[config.mk]
export PLATFORM = sky130hd
export DESIGN_NAME = scramble_sequencer_flat
export DESIGN_NICKNAME = d
export VERILOG_FILES = /design/src/rtl/scramble_sequencer_pkg.sv /design/src/rtl/scramble_sequencer_if.sv /design/src/rtl/scramble_sequencer_lfsr16.sv /design/src/rtl/scramble_sequencer.sv /design/src/flat_wrapper.sv
export SDC_FILE = /design/constraint.sdc
export NUM_CORES = 1
export LEC_CHECK = 0
export CAP_MARGIN = 15
export CELL_PAD_IN_SITES_DETAIL_PLACEMENT = 0
export CELL_PAD_IN_SITES_GLOBAL_PLACEMENT = 2
export CORE_MARGIN = 2
export CORE_UTILIZATION = 30
export CTS_CLUSTER_SIZE = 28
export DETAILED_ROUTE_END_ITERATION = 12
export GPL_TIMING_DRIVEN = 0
export PLACE_DENSITY = 0.83
export SLEW_MARGIN = 0
export SYNTH_ARGS = -nofsm -noshare
export SYNTH_HDL_FRONTEND = slang
export SYNTH_SLANG_ARGS = --single-unit
export TNS_END_PERCENT = 50
[constraint.sdc]
create_clock -name clk -period 2.05 [get_ports clk]
set_input_delay 0.205 -clock clk [delete_from_list [all_inputs] [get_ports clk]]
set_output_delay 0.205 -clock clk [all_outputs]
set_load 0.01 [all_outputs]
[src/rtl/scramble_sequencer_pkg.sv]
// Shared types and helpers for the scramble sequencer and the user-input path.
// Holds the FSM state encoding, the LFSR tap mask and the move decode functions.
package scramble_sequencer_pkg;

  typedef enum logic [2:0] {
    StIdle,
    StPick,
    StSetup,
    StFire,
    StHold,
    StDone
  } state_e;

  localparam int unsigned LfsrWidth   = 16;
  localparam logic [15:0] LfsrTapMask = 16'hB400;

  // Row/column index to one-hot select, as driven by the user switches.
  function automatic logic [3:0] move_onehot_decode(input logic [1:0] idx);
    return 4'b0001 << idx;
  endfunction

  // One right-shift step of the Galois LFSR.
  function automatic logic [15:0] lfsr_step(input logic [15:0] cur);
    return (cur >> 1) ^ (cur[0] ? LfsrTapMask : 16'h0000);
  endfunction

endpackage

[src/rtl/scramble_sequencer_if.sv]
// Cell-select/fire bundle between the scramble sequencer and its controller.
// master: the sequencer (initiator of moves); slave: shuffle/solve control and mux.
interface scramble_sequencer_if;

  logic        start;
  logic        abort;
  logic        seed_load;
  logic [15:0] seed;
  logic        move_valid;
  logic        move_nrow;
  logic [3:0]  move_onehot;
  logic        fire;
  logic        busy;
  logic        done;
  logic [7:0]  moves_left;

  modport master (
    input  start,
    input  abort,
    input  seed_load,
    input  seed,
    output move_valid,
    output move_nrow,
    output move_onehot,
    output fire,
    output busy,
    output done,
    output moves_left
  );

  modport slave (
    output start,
    output abort,
    output seed_load,
    output seed,
    input  move_valid,
    input  move_nrow,
    input  move_onehot,
    input  fire,
    input  busy,
    input  done,
    input  moves_left
  );

endinterface

[src/rtl/scramble_sequencer_lfsr16.sv]
// 16-bit Galois LFSR, right shift, free-running every clock.
// A load of zero is replaced by LFSR_SEED so the register can never lock up at 0.
module lfsr16
  import scramble_sequencer_pkg::*;
#(
  parameter logic [15:0] LFSR_SEED = 16'hACE1
) (
  input  logic        clk,
  input  logic        reset,
  input  logic        load,
  input  logic [15:0] seed,
  output logic [15:0] q
);

  logic [15:0] lfsr_d;
  logic [15:0] lfsr_q;

  // Next value: load (zero-guarded) has priority over the shift.
  always_comb begin
    lfsr_d = lfsr_step(lfsr_q);
    if (load) begin
      lfsr_d = (seed == 16'h0000) ? LFSR_SEED : seed;
    end
  end

  // LFSR register, synchronous reset to the seed.
  always_ff @(posedge clk) begin
    if (reset) begin
      lfsr_q <= LFSR_SEED;
    end else begin
      lfsr_q <= lfsr_d;
    end
  end

  assign q = lfsr_q;

endmodule

[src/rtl/scramble_sequencer.sv]
// Scramble sequencer: issues NUM_MOVES pseudo-random row/column moves on the
// cell-select/fire interface. Each move is PICK, SETUP (select stable before
// fire), FIRE (one-cycle strobe), HOLD (select held after fire).
// Optional feature macro: SCRAMBLE_NO_REPEAT_EN rejects a pick equal to the
// previously fired move, since two identical moves cancel each other.
// SETUP_CYCLES and GAP_CYCLES must be at least 1.
module scramble_sequencer
  import scramble_sequencer_pkg::*;
#(
  parameter int unsigned NUM_MOVES    = 16,
  parameter int unsigned SETUP_CYCLES = 4,
  parameter int unsigned GAP_CYCLES   = 15,
  parameter logic [15:0] LFSR_SEED    = 16'hACE1
) (
  input logic                  clk,
  input logic                  reset,
  scramble_sequencer_if.master bus
);

  localparam logic [7:0] SetupLast = 8'(SETUP_CYCLES - 1);
  localparam logic [7:0] GapLast   = 8'(GAP_CYCLES - 1);
  localparam logic [7:0] NumMoves  = 8'(NUM_MOVES);

  state_e      state_q;
  logic [7:0]  cnt_q;
  logic [7:0]  moves_left_q;
  logic        move_valid_q;
  logic        move_nrow_q;
  logic [3:0]  move_onehot_q;
  logic        fire_q;
  logic        busy_q;
  logic        done_q;

  logic [15:0] lfsr;
  logic        pick_nrow;
  logic [1:0]  pick_idx;
  logic        unused_lfsr;

`ifdef SCRAMBLE_NO_REPEAT_EN
  logic [1:0]  move_idx_q;
  logic [2:0]  hist_q;
  logic        hist_vld_q;
  logic        pick_repeat;
`endif

  lfsr16 #(
    .LFSR_SEED (LFSR_SEED)
  ) u_lfsr (
    .clk   (clk),
    .reset (reset),
    .load  (bus.seed_load),
    .seed  (bus.seed),
    .q     (lfsr)
  );

  assign pick_nrow   = lfsr[2];
  assign pick_idx    = lfsr[1:0];
  assign unused_lfsr = ^lfsr[15:3];

`ifdef SCRAMBLE_NO_REPEAT_EN
  // A pick is a repeat only once a move of this sequence has been fired.
  assign pick_repeat = hist_vld_q && ({pick_nrow, pick_idx} == hist_q);
`endif

  // Move FSM with registered outputs; abort overrides any non-idle transition.
  always_ff @(posedge clk) begin
    if (reset) begin
      state_q       <= StIdle;
      cnt_q         <= 8'd0;
      moves_left_q  <= 8'd0;
      move_valid_q  <= 1'b0;
      move_nrow_q   <= 1'b0;
      move_onehot_q <= 4'b0000;
      fire_q        <= 1'b0;
      busy_q        <= 1'b0;
      done_q        <= 1'b0;
`ifdef SCRAMBLE_NO_REPEAT_EN
      move_idx_q    <= 2'd0;
      hist_q        <= 3'd0;
      hist_vld_q    <= 1'b0;
`endif
    end else begin
      fire_q <= 1'b0;
      done_q <= 1'b0;

      case (state_q)
        StIdle: begin
          // A simultaneous seed load wins; the start is dropped.
          if (bus.start && !bus.seed_load) begin
            state_q      <= StPick;
            moves_left_q <= NumMoves;
            busy_q       <= 1'b1;
            cnt_q        <= 8'd0;
`ifdef SCRAMBLE_NO_REPEAT_EN
            hist_vld_q   <= 1'b0;
`endif
          end
        end

        StPick: begin
`ifdef SCRAMBLE_NO_REPEAT_EN
          if (!pick_repeat) begin
            move_idx_q    <= pick_idx;
`else
          begin
`endif
            move_nrow_q   <= pick_nrow;
            move_onehot_q <= move_onehot_decode(pick_idx);
            move_valid_q  <= 1'b1;
            cnt_q         <= 8'd0;
            state_q       <= StSetup;
          end
        end

        StSetup: begin
          if (cnt_q == SetupLast) begin
            cnt_q   <= 8'd0;
            fire_q  <= 1'b1;
            state_q <= StFire;
`ifdef SCRAMBLE_NO_REPEAT_EN
            hist_q     <= {move_nrow_q, move_idx_q};
            hist_vld_q <= 1'b1;
`endif
          end else begin
            cnt_q <= cnt_q + 8'd1;
          end
        end

        StFire: begin
          cnt_q   <= 8'd0;
          state_q <= StHold;
        end

        StHold: begin
          if (cnt_q == GapLast) begin
            cnt_q         <= 8'd0;
            moves_left_q  <= moves_left_q - 8'd1;
            move_valid_q  <= 1'b0;
            move_nrow_q   <= 1'b0;
            move_onehot_q <= 4'b0000;
            if (moves_left_q == 8'd1) begin
              done_q  <= 1'b1;
              state_q <= StDone;
            end else begin
              state_q <= StPick;
            end
          end else begin
            cnt_q <= cnt_q + 8'd1;
          end
        end

        StDone: begin
          busy_q  <= 1'b0;
          state_q <= StIdle;
        end

        default: begin
          busy_q  <= 1'b0;
          state_q <= StIdle;
        end
      endcase

      // Fire already registered this cycle is still seen; nothing follows it.
      if (bus.abort && (state_q != StIdle)) begin
        state_q       <= StIdle;
        cnt_q         <= 8'd0;
        moves_left_q  <= 8'd0;
        move_valid_q  <= 1'b0;
        move_nrow_q   <= 1'b0;
        move_onehot_q <= 4'b0000;
        fire_q        <= 1'b0;
        busy_q        <= 1'b0;
        done_q        <= 1'b0;
      end
    end
  end

  assign bus.move_valid  = move_valid_q;
  assign bus.move_nrow   = move_nrow_q;
  assign bus.move_onehot = move_onehot_q;
  assign bus.fire        = fire_q;
  assign bus.busy        = busy_q;
  assign bus.done        = done_q;
  assign bus.moves_left  = moves_left_q;

endmodule

[src/flat_wrapper.sv]
// flat-port wrapper written by rule: the top's interface ports become plain ports
module scramble_sequencer_flat import scramble_sequencer_pkg::*;
#(
  parameter int unsigned NUM_MOVES    = 16,
  parameter int unsigned SETUP_CYCLES = 4,
  parameter int unsigned GAP_CYCLES   = 15,
  parameter logic [15:0] LFSR_SEED    = 16'hACE1
)
  (clk, reset, bus_start, bus_abort, bus_seed_load, bus_seed, bus_move_valid, bus_move_nrow, bus_move_onehot, bus_fire, bus_busy, bus_done, bus_moves_left);
  scramble_sequencer_if bus_i ();
  input logic clk;
  input logic reset;
  input wire logic [$bits(bus_i.start)-1:0] bus_start;
  input wire logic [$bits(bus_i.abort)-1:0] bus_abort;
  input wire logic [$bits(bus_i.seed_load)-1:0] bus_seed_load;
  input wire logic [$bits(bus_i.seed)-1:0] bus_seed;
  output wire logic [$bits(bus_i.move_valid)-1:0] bus_move_valid;
  output wire logic [$bits(bus_i.move_nrow)-1:0] bus_move_nrow;
  output wire logic [$bits(bus_i.move_onehot)-1:0] bus_move_onehot;
  output wire logic [$bits(bus_i.fire)-1:0] bus_fire;
  output wire logic [$bits(bus_i.busy)-1:0] bus_busy;
  output wire logic [$bits(bus_i.done)-1:0] bus_done;
  output wire logic [$bits(bus_i.moves_left)-1:0] bus_moves_left;
  assign bus_i.start = bus_start;
  assign bus_i.abort = bus_abort;
  assign bus_i.seed_load = bus_seed_load;
  assign bus_i.seed = bus_seed;
  assign bus_move_valid = bus_i.move_valid;
  assign bus_move_nrow = bus_i.move_nrow;
  assign bus_move_onehot = bus_i.move_onehot;
  assign bus_fire = bus_i.fire;
  assign bus_busy = bus_i.busy;
  assign bus_done = bus_i.done;
  assign bus_moves_left = bus_i.moves_left;
  scramble_sequencer #(.NUM_MOVES(NUM_MOVES), .SETUP_CYCLES(SETUP_CYCLES), .GAP_CYCLES(GAP_CYCLES), .LFSR_SEED(LFSR_SEED)) u_core (.clk(clk), .reset(reset), .bus(bus_i));
endmodule
Yosys cells after proc, flatten, opt, wreduce, memory -nomap -nowiden
Cells that the tools add are included.
Storage, ports and cells
  bits of input ports: 21
  flip-flop bits (word level): 44
  output and inout bits: 17
  logic and storage cells: 71
Cells by class
  bitwise logic cells: 5
  reduce and logical (&&, ||, !) cells: 19
  $add $sub $neg: 2
  shift operators: 1
  equality and inequality tests: 10
  multiplexer cells: 24
Operators by type and width (count)
  $mux 16: 3
  $mux 8: 5
  $pmux 8 s4: 1
  $logic_not 16->1: 1
  $pmux 8 s2: 1
  $xor 15x16->16: 1
  $pmux 3 s5: 1
  $mux 3: 4
  $add 8x1->8 const B: 1
  $eq 8x1->1 const B: 1
  $eq 8x2->1 const B: 1
  $eq 8x4->1 const B: 1
  $pmux 4 s2: 1
  $reduce_or 4->1: 2
  $sub 8x1->8 const B: 1
  $eq 3x2->1 const B: 2
  $ne 2x1->1 const B: 3
  $pmux 1 s2: 3
  $reduce_and 2->1: 3
  $reduce_and 3->1: 2
  $mux 1: 4
  $mux 4: 1
  $not 1->1: 4
  $reduce_bool 2->1: 2
  other kinds (10): 12

Depth between registers and ports, before layout
Gate-level depths: netlist of the first run.
  word-level depth: 4
  depth in mapped cells: 8
  mapped depth without buffers: 7

Cells and area by module
Synthesis of the first run repeated with hierarchy kept, for this count alone.
Unflattened totals
  cells, all modules: 226
  area total of the unflattened synthesis: 2117.0 um^2
Modules (own cells, without submodules)
  scramble_sequencer: seq. area each 560.5 um^2, cells each 173, times used 1, area an instance 1506.4 um^2
  lfsr16: seq. area each 320.3 um^2, cells each 53, times used 1, area an instance 610.6 um^2

Least setup slack after synthesis of the first run
Ideal clock, no wire load.
  kind: register to register
  start: register u_core.state_q[1]
  end: register u_core.cnt_q[2]
  data required time: 1976 ps
  data arrival time: 1711 ps
  library setup time: 74 ps
  slack: 265 ps
  stages on the path, launching flop included: 7
  clock period less this slack: 1785 ps
  path buffers: 1
  cell sequence: dfxtp_1 -> buf_6 -> or3b_4 -> a41oi_2 -> a21oi_1 -> or4b_1 -> a31oi_1
Between the ends
  word-level cells in the longest chain between the ends: 4
  elaborated cells between the ends (all ways): 13
  those cells by class: eq/ne (5); mux (1); reduce/logical (7)
RTL lines
  start, declared: line scramble_sequencer.sv:24  | state_e state_q;
  start signal, assigned: line scramble_sequencer.sv:68  | state_q <= StIdle;
  start signal, assigned: line scramble_sequencer.sv:90  | state_q <= StPick;
  start signal, assigned: line scramble_sequencer.sv:111  | state_q <= StSetup;
  $eq 3x1->1 / $eq 3x2->1 (equally long branches): line scramble_sequencer.sv:86  | case (state_q)
  $reduce_or 2->1 (no line)
  $reduce_bool 4->1 (no line)
  $reduce_and 2->1 (no line)
  end signal, assigned: line scramble_sequencer.sv:125  | cnt_q <= cnt_q + 8'd1;
  end signal, assigned: line scramble_sequencer.sv:148  | cnt_q <= cnt_q + 8'd1;
  end, declared: line scramble_sequencer.sv:25  | logic [7:0] cnt_q;
Several ways; a longest one is shown, not always the timed one.
A chain may end at the register's enable or synchronous reset.

Worst setup path after layout of the first run
Same ends and word-level chain as after synthesis.

==> results.md, run 1 <==
- Status: completed
- R2R Setup Slk: 0.10 ns
- Site row count: 29
- Nets: 301
- Synthesized cell area: 2010 um2
- Die W: 85.9 um
- Unrepaired setup endpoints after global routing: no
- Hold path depth: 3
- Hold Path End: u_core.u_lfsr.q[10]
- Total wire length: 4830 um
- R2R Path End: u_core.cnt_q[2]
- Root Buffer: clkbuf_8
- Sequential share of power: 0.512
- Worst EP arrival: 2.18 ns
- Core area: 6420 um2
- WS Path Type: reg -> reg
- CTS H-tree depth: 2
- GRT Util Overall: 0.143
- Sequential fraction of the synthesis area: 0.438
- PwrDens: 702 nW/um2
- Initial Util: 0.313
- Fmax: 514 MHz
- R2R Path Start: u_core.state_q[1]
- CTS sink cnt: 44
- Critical path peak fanout: 10
- Final hold violation count: 0
- Post-CTS repair timing setup buffer count: 0
- Yosys reg bits: 44
- Reg2reg path depth: 6
- Clock Tree Buf Depth: 2
- Initial antenna violation count: 0
- Worst slew margin: 0.584
- Final min period: 1.95 ns
- Clock network power share: 0.319
- Vias in the first global route: 1764
- P_sw: 0.000490 W
- CTS tree: yes
- Least-Margin Pin Slew: 0.624 ns
- Full die area: 7370 um2
- Pre-antenna DRT Iters: 6
- Hold_sp: bus_seed_load
- Drt via density: 4.93
- Async set-reset flop share out of synthesis: 0
- Fin. max-slew vios: 0
- Share of cells above drive strength 1: 0.0830
- Antenna Cells: 0
- Synth area leader: dfxtp_1
- Syn-to-layout area delta: 28.4%
- Total CTS buffers: 5
- Vias: 1744
- RePlAce Congestion: 0.766
- Synth Warn #: 0
- P_int: 0.00132 W
- Largest net degree at the start of global routing: 14
- DP Cell Count: 346
- Yosys top cell area share: 0.438
- Max VDD drop: 0.000249 V
- EDFF count, synth: 0
- Pwr Total: 0.00181 W
- DP Worst Slack: -0.0535 ns
- DRC: 0
- Average wire per standard cell: 13.6 um
- Mapped Cells: 233
- Grt ovf: 0
- Unique masters post-synth: 45
- Port Buffer Count: 36
- Combinational share of power: 0.169
- Critical Path Sink Type: flop
- Final setup viols: 0
- Synth Flop Type: dfxtp_1
- Synth area leaders: dfxtp_1, nor2_1, xor2_1
- Worst-path clk slew: 0.09 ns
- Final core utilization: 0.402
- P_leak: 0.916 nW
- Clk_skew: 0.00770 ns
- Tcrit/Tclk final: 0.949
- Fin cells: 354
- Number of routed nets with antenna violations: 0
- Chip Height: 85.9 um
- Worst EP required: 2.28 ns
- Post-synthesis net count: 258
- # IOs: 38
- Worst hold path class: in -> reg
- Post-DP HPWL: 3470 um
- Net Sw Frac: 0.270
- Mean Syn Cell Area: 8.63 um2
- Number of max-cap violations: 0
- Starting DRC count in detailed routing: 66
- Worst-Skew Late Latency: 0.30 ns
- Worst setup margin: 0.105 ns
- Global-route wire length before repair: 8460 um
- CP startpoint kind: flop
==> cells by family (layout without fill, tap and decap cells) <==
kind of cell / Yosys count / in the layout / share of synthesized area
xor gates and xnor gates: 12 / 12 / 0.0523
adders and majority gates: 4 / 4 / 0.0249
DFF: 44 / 44 / 0.438
muxes: 7 / 7 / 0.0348
and+or+nand+nor: 102 / 102 / 0.264
AOI/OAI and AO/OA: 47 / 47 / 0.149
buffers and inverters: 17 / 61 / 0.0367
==> synth_stat cells (all sizes together) (2+ instances only) <==
cell,count
nor3,7
and3,2
nand2b,8
o21ai,8
o311ai,2
nor2b,3
o22ai,8
nor4,7
xnor2,3
nand3,12
buf,5
o211ai,2
or2,3
or3b,2
nor2,31
a21o,2
ha,4
a21oi,14
nand4,2
clkbuf,7
inv,5
nand2,15
or3,4
dfxtp,44
xor2,9
mux2i,7
a32oi,2
a31oi,3
==> timing repair <==
action	in CTS	in global routing
hold buffers	0	0
endpoints found under the hold margin	0	0
setup endpoints to repair	6	15
gates resized for setup	1	6
pin swaps	0	0
==> worst max path at each step <==
stage / start / to / slack [ns] / cells past startpoint
2_1_floorplan: u_core.state_q[1] / u_core.cnt_q[2] / 0.27 / 6
3_3_place_gp: u_core.state_q[0] / u_core.cnt_q[4] / -0.07 / 7
3_5_place_dp: u_core.state_q[0] / u_core.cnt_q[4] / -0.05 / 7
4_1_cts: u_core.state_q[0] / u_core.cnt_q[5] / 0.03 / 7
5_1_grt: u_core.state_q[1] / u_core.cnt_q[2] / 0.02 / 6
6_report: u_core.state_q[1] / u_core.cnt_q[2] / 0.10 / 6
==> through the flow <==
stage	TNS (ns)	hold slack [ns]	cell area, um2
floorplan	0	0.306	2010
global placement	-0.150	0.442	2470
detailed placement	-0.134	0.447	2470
CTS	0	0.414	2560
global route	0	0.450	2580
finish	0	0.419	2580
==> flip-flops by register name, indices dropped and copies added (netlist names) <==
signal and cells:
u_core.u_lfsr.q 16, u_core.bus.moves_left 8, u_core.cnt_q 8, u_core.bus.move_onehot 4, u_core.state_q 3, u_core.bus.busy 1, u_core.bus.done 1, u_core.bus.fire 1
u_core.bus.move_nrow 1, u_core.bus.move_valid 1
==> power by group through the flow <==
stage | clock network, W | registers, W | logic (W)
after floorplan | 0 | 0.000950 | 0.000172
after global placement | 0 | 0.000948 | 0.000297
after detailed placement | 0 | 0.000948 | 0.000297
after CTS | 0.000600 | 0.000928 | 0.000300
after global routing | 0.000639 | 0.000935 | 0.000342
final | 0.000579 | 0.000927 | 0.000305
==> cells in the final DEF (no fill, tap or decap), types with 2 or more instances in the layout <==
cell,n
nand4_1,2
o21ai_1,2
a31oi_1,3
nand2_1,15
o21ai_0,6
or2_2,3
nor2b_1,3
or3b_4,2
mux2i_1,7
a21o_1,2
ha_1,4
nor4_1,7
o22ai_1,8
or3_1,4
clkbuf_1,7
o311ai_1,2
nor3_1,6
nor2_1,31
buf_2,2
nand3_1,12
a32oi_1,2
clkdlybuf4s50_1,36
inv_1,5
and3_1,2
clkbuf_8,6
clkbuf_2,2
dfxtp_1,44
xnor2_1,3
o211ai_1,2
nand2b_1,8
a21oi_1,12
xor2_1,9
==> final cells by class <==
type,instances,area [um2]
multi-input combinational,172,1070
buffer,12,57.6
sequential,44,881
clock inverter,1,7.51
fill,659,3840
tap,77,96.3
inverter,5,18.8
clock buffer,7,86.3
timing repair buffer,36,360
==> per-layer routing <==
metal	share of wire	track usage
met4	0.017	0.0563
met2	0.44	0.216
met1	0.52	0.199
met3	0.031	0.0327
met5	0	0
==> critical path, cell delays in order (launching register included) <==
cell     delay, ns
dfxtp_1       0.32
buf_6         0.14
or3b_4        0.42
a41oi_2       0.24
a21oi_1       0.09
or4b_1        0.51
a31oi_1       0.16
Power figures use the tool's default switching activity.
==> run 2, diff against run 1 <==
--- a/config.mk
+++ b/config.mk
@@ -6,14 +6,13 @@
 export NUM_CORES = 1
 export LEC_CHECK = 0
 export CAP_MARGIN = 15
-export CELL_PAD_IN_SITES_DETAIL_PLACEMENT = 0
-export CELL_PAD_IN_SITES_GLOBAL_PLACEMENT = 2
 export CORE_MARGIN = 2
-export CORE_UTILIZATION = 30
+export CORE_UTILIZATION = 51
+export CTS_BUF_LIST = sky130_fd_sc_hd__clkbuf_16
 export CTS_CLUSTER_SIZE = 28
 export DETAILED_ROUTE_END_ITERATION = 12
 export GPL_TIMING_DRIVEN = 0
-export PLACE_DENSITY = 0.83
+export PLACE_DENSITY = 0.84
 export SLEW_MARGIN = 0
 export SYNTH_ARGS = -nofsm -noshare
 export SYNTH_HDL_FRONTEND = slang
==> run 2 against run 1 <==
First-iteration DRC count increased by 85%; sequential power increased by 0.4%; sequential share of layout area decreased by 0.65 points.
==> results.md, run 2 (synthesis gave the netlist of run 1 again) <==
- Worst hold path class: in -> reg
- Unrepaired setup endpoints after global routing: yes
- Largest net degree at the start of global routing: 14 (unchanged)
- Max VDD drop: 0.000696 V (+180%)
- # IOs: 38 (unchanged)
- Average wire per standard cell: 15.2 um (+11%)
- Met2 WL: 2550 um (+21%)
- Worst slew margin: 0.565 (-0.0190)
- Chip Height: 66.8 um (-22%)
- Root Buffer: clkbuf_16
- Register area: 881 um2 (unchanged)
- R2R Path Start: u_core.state_q[0]
- Share of cells above drive strength 1: 0.0725 (-0.0106)
- P_leak: 0.952 nW (+4.0%)
- DP Area: 2430 um2 (-1.5%)
- GRT Util Overall: 0.244 (+0.100)
- DR WL met3: 231 um (+53%)
- R2R Setup Slk: 0.02 ns (-0.08 ns)
- Number of routed nets with antenna violations: 0 (unchanged)
- Hold Slack: 0.432 ns (+0.0124 ns)
- Nets: 301 (unchanged)
- CP startpoint kind: flop
- Initial antenna violation count: 0 (unchanged)
- Post-CTS repair timing setup buffer count: 0 (unchanged)
- Starting DRC count in detailed routing: 122 (+85%)
- Number of max-cap violations: 0 (unchanged)
- Worst EP arrival: 2.25 ns (+0.07 ns)
- PwrDens: 855 nW/um2 (+22%)
- Worst EP required: 2.27 ns (about the same)
- Port Buffer Count: 36 (unchanged)
- Total wire length: 4920 um (+1.9%)
- Vias in the first global route: 1866 (+5.8%)
- Critical path origin: u_core.state_q[0]
- WS Path Type: reg -> reg
- Biggest cell delay along the critical path: 0.50 ns (about the same)
- Met1 WL: 1920 um (-23%)
- Full die area: 4460 um2 (-39%)
- RePlAce Congestion: 0.871 (+14%)
- Syn-to-layout area delta: 30.9%
- Multi-input gate area: 1070 um2 (-0.23%)
- CTS tree: yes
- Core area: 3720 um2 (-42%)
- Commonest non-fill, non-tap cell in the layout: dfxtp_1
- Vias: 1899 (+8.9%)
- Worst-Skew Late Latency: 0.28 ns (-0.02 ns)
- Critical Path Sink Type: flop
- Worst-path clk slew: 0.06 ns (-0.03 ns)
- Total CTS buffers: 5 (unchanged)
- Critical path peak fanout: 10 (unchanged)
- Final setup viols: 0 (unchanged)
- Final min period: 2.03 ns (+0.0843 ns)
- Hold_buf cts: 0 (unchanged)
- Number of flip-flops in the largest register: 16 (unchanged)
- Drt via density: 5.86 (+19%)
- R2R Path End: u_core.cnt_q[6]
- Die W: 66.8 um (-22%)
- Crit path cell chain: clkbuf_1, or3b_1, a31o_1, a21o_1, or3_1, o21ai_1
- Clk_skew: 0.00444 ns (-0.00326 ns)
- Status: completed
- Pre-antenna DRT Iters: 4 (-2)
- Fin. max-slew vios: 0 (unchanged)
- Tcrit/Tclk final: 0.990 (+0.0411)
- CTS sink cnt: 44 (unchanged)
- Crit-path slowest cell: or3b_1
- Highest routed layer: met4
- FILL cells: 288 (-56%)
- Least-Margin Pin Slew: 0.653 ns (+0.0286 ns)
- Worst setup path endpoint: u_core.cnt_q[6]
- Reg2reg path depth: 6 (unchanged)
- DRC: 0 (unchanged)
- Grt ovf: 0 (unchanged)
- Fmax: 493 MHz (-4.2%)
- Clock Tree Buf Depth: 2 (unchanged)
- Final hold violation count: 0 (unchanged)
- Global-route wire length before repair: 8110 um (-4.2%)
- Final core utilization: 0.708 (+0.306)
- Site row count: 22 (-24%)
- Initial Util: 0.541 (+0.228)
- Antenna Cells: 0 (unchanged)
- Post-DP HPWL: 3250 um (-6.4%)
- Commonest non-fill, non-tap cells in the layout: dfxtp_1, clkdlybuf4s50_1, nor2_1
- Finished Cell Area: 2630 um2 (+1.9%)
- CTS H-tree depth: 2 (unchanged)
[run 2: worst min path at each step]
stage	startpoint	endpoint	depth (start not counted)
after floorplan	reset	u_core.u_lfsr.q[10]	1
after global placement	u_core.u_lfsr.q[8]	u_core.u_lfsr.q[7]	2
after detailed placement	u_core.u_lfsr.q[7]	u_core.u_lfsr.q[6]	2
after CTS	bus_seed_load	u_core.u_lfsr.q[10]	3
after global routing	bus_seed_load	u_core.u_lfsr.q[10]	3
final	bus_seed_load	u_core.u_lfsr.q[10]	3
[run 2: report_power, final]
| group | internal [W] | switching [W] |
|---|---|---|
| Clock | 0.000691 | 0.000320 |
| Sequential | 0.000901 | 0.0000303 |
| Combinational | 0.000146 | 0.000163 |
| Total | 0.00174 | 0.000513 |
[run 2: cell type report]
type	count	area share
inverters	5	0.00713
plain buffers	12	0.0209
multi-input cells	172	0.407
well taps	48	0.0228
clock buffers	5	0.0476
flip-flops and latches	44	0.335
repair buffers	36	0.137
clock inverters	2	0.0228
[run 2: critical path: cells and delay by family (launching register included)]
| kind | cells | cell delay (ns) |
|---|---|---|
| and+or+nand+nor | 2 | 0.85 |
| AOI/OAI and AO/OA | 3 | 0.59 |
| buffers and inverters | 1 | 0.20 |
| DFF | 1 | 0.32 |
[run 2: stage by stage]
stage,setup TNS (ns),total power [W],worst slack [ns],std cells
2_1_floorplan,0,0.00112,0.265,233
3_3_place_gp,0,0.00123,0.00786,317
3_5_place_dp,-0.0475,0.00124,-0.0403,317
4_1_cts,0,0.00225,0.0425,324
5_1_grt,-0.0949,0.00232,-0.0464,324
6_report,0,0.00225,0.0207,324
[run 2: layer usage]
metal,track usage,vias to the layer above
met4,0.166,0
met2,0.428,75
met1,0.257,884
li1,-,920
met5,0,-
met3,0.0557,20
[run 2: timing repair]
action                                  CTS  global route
resized for setup                         2             1
endpoints found under the hold margin     0             0
endpoints found under the setup margin    5             3
cloned                                    0             0
==> run 3, diff against run 2 <==
--- a/config.mk
+++ b/config.mk
@@ -17,4 +17,4 @@
 export SYNTH_ARGS = -nofsm -noshare
 export SYNTH_HDL_FRONTEND = slang
 export SYNTH_SLANG_ARGS = --single-unit
-export TNS_END_PERCENT = 50
+export TNS_END_PERCENT = 5
==> results of run 3 <==
The final DEF is identical to that of run 2; final timing and power are the same.
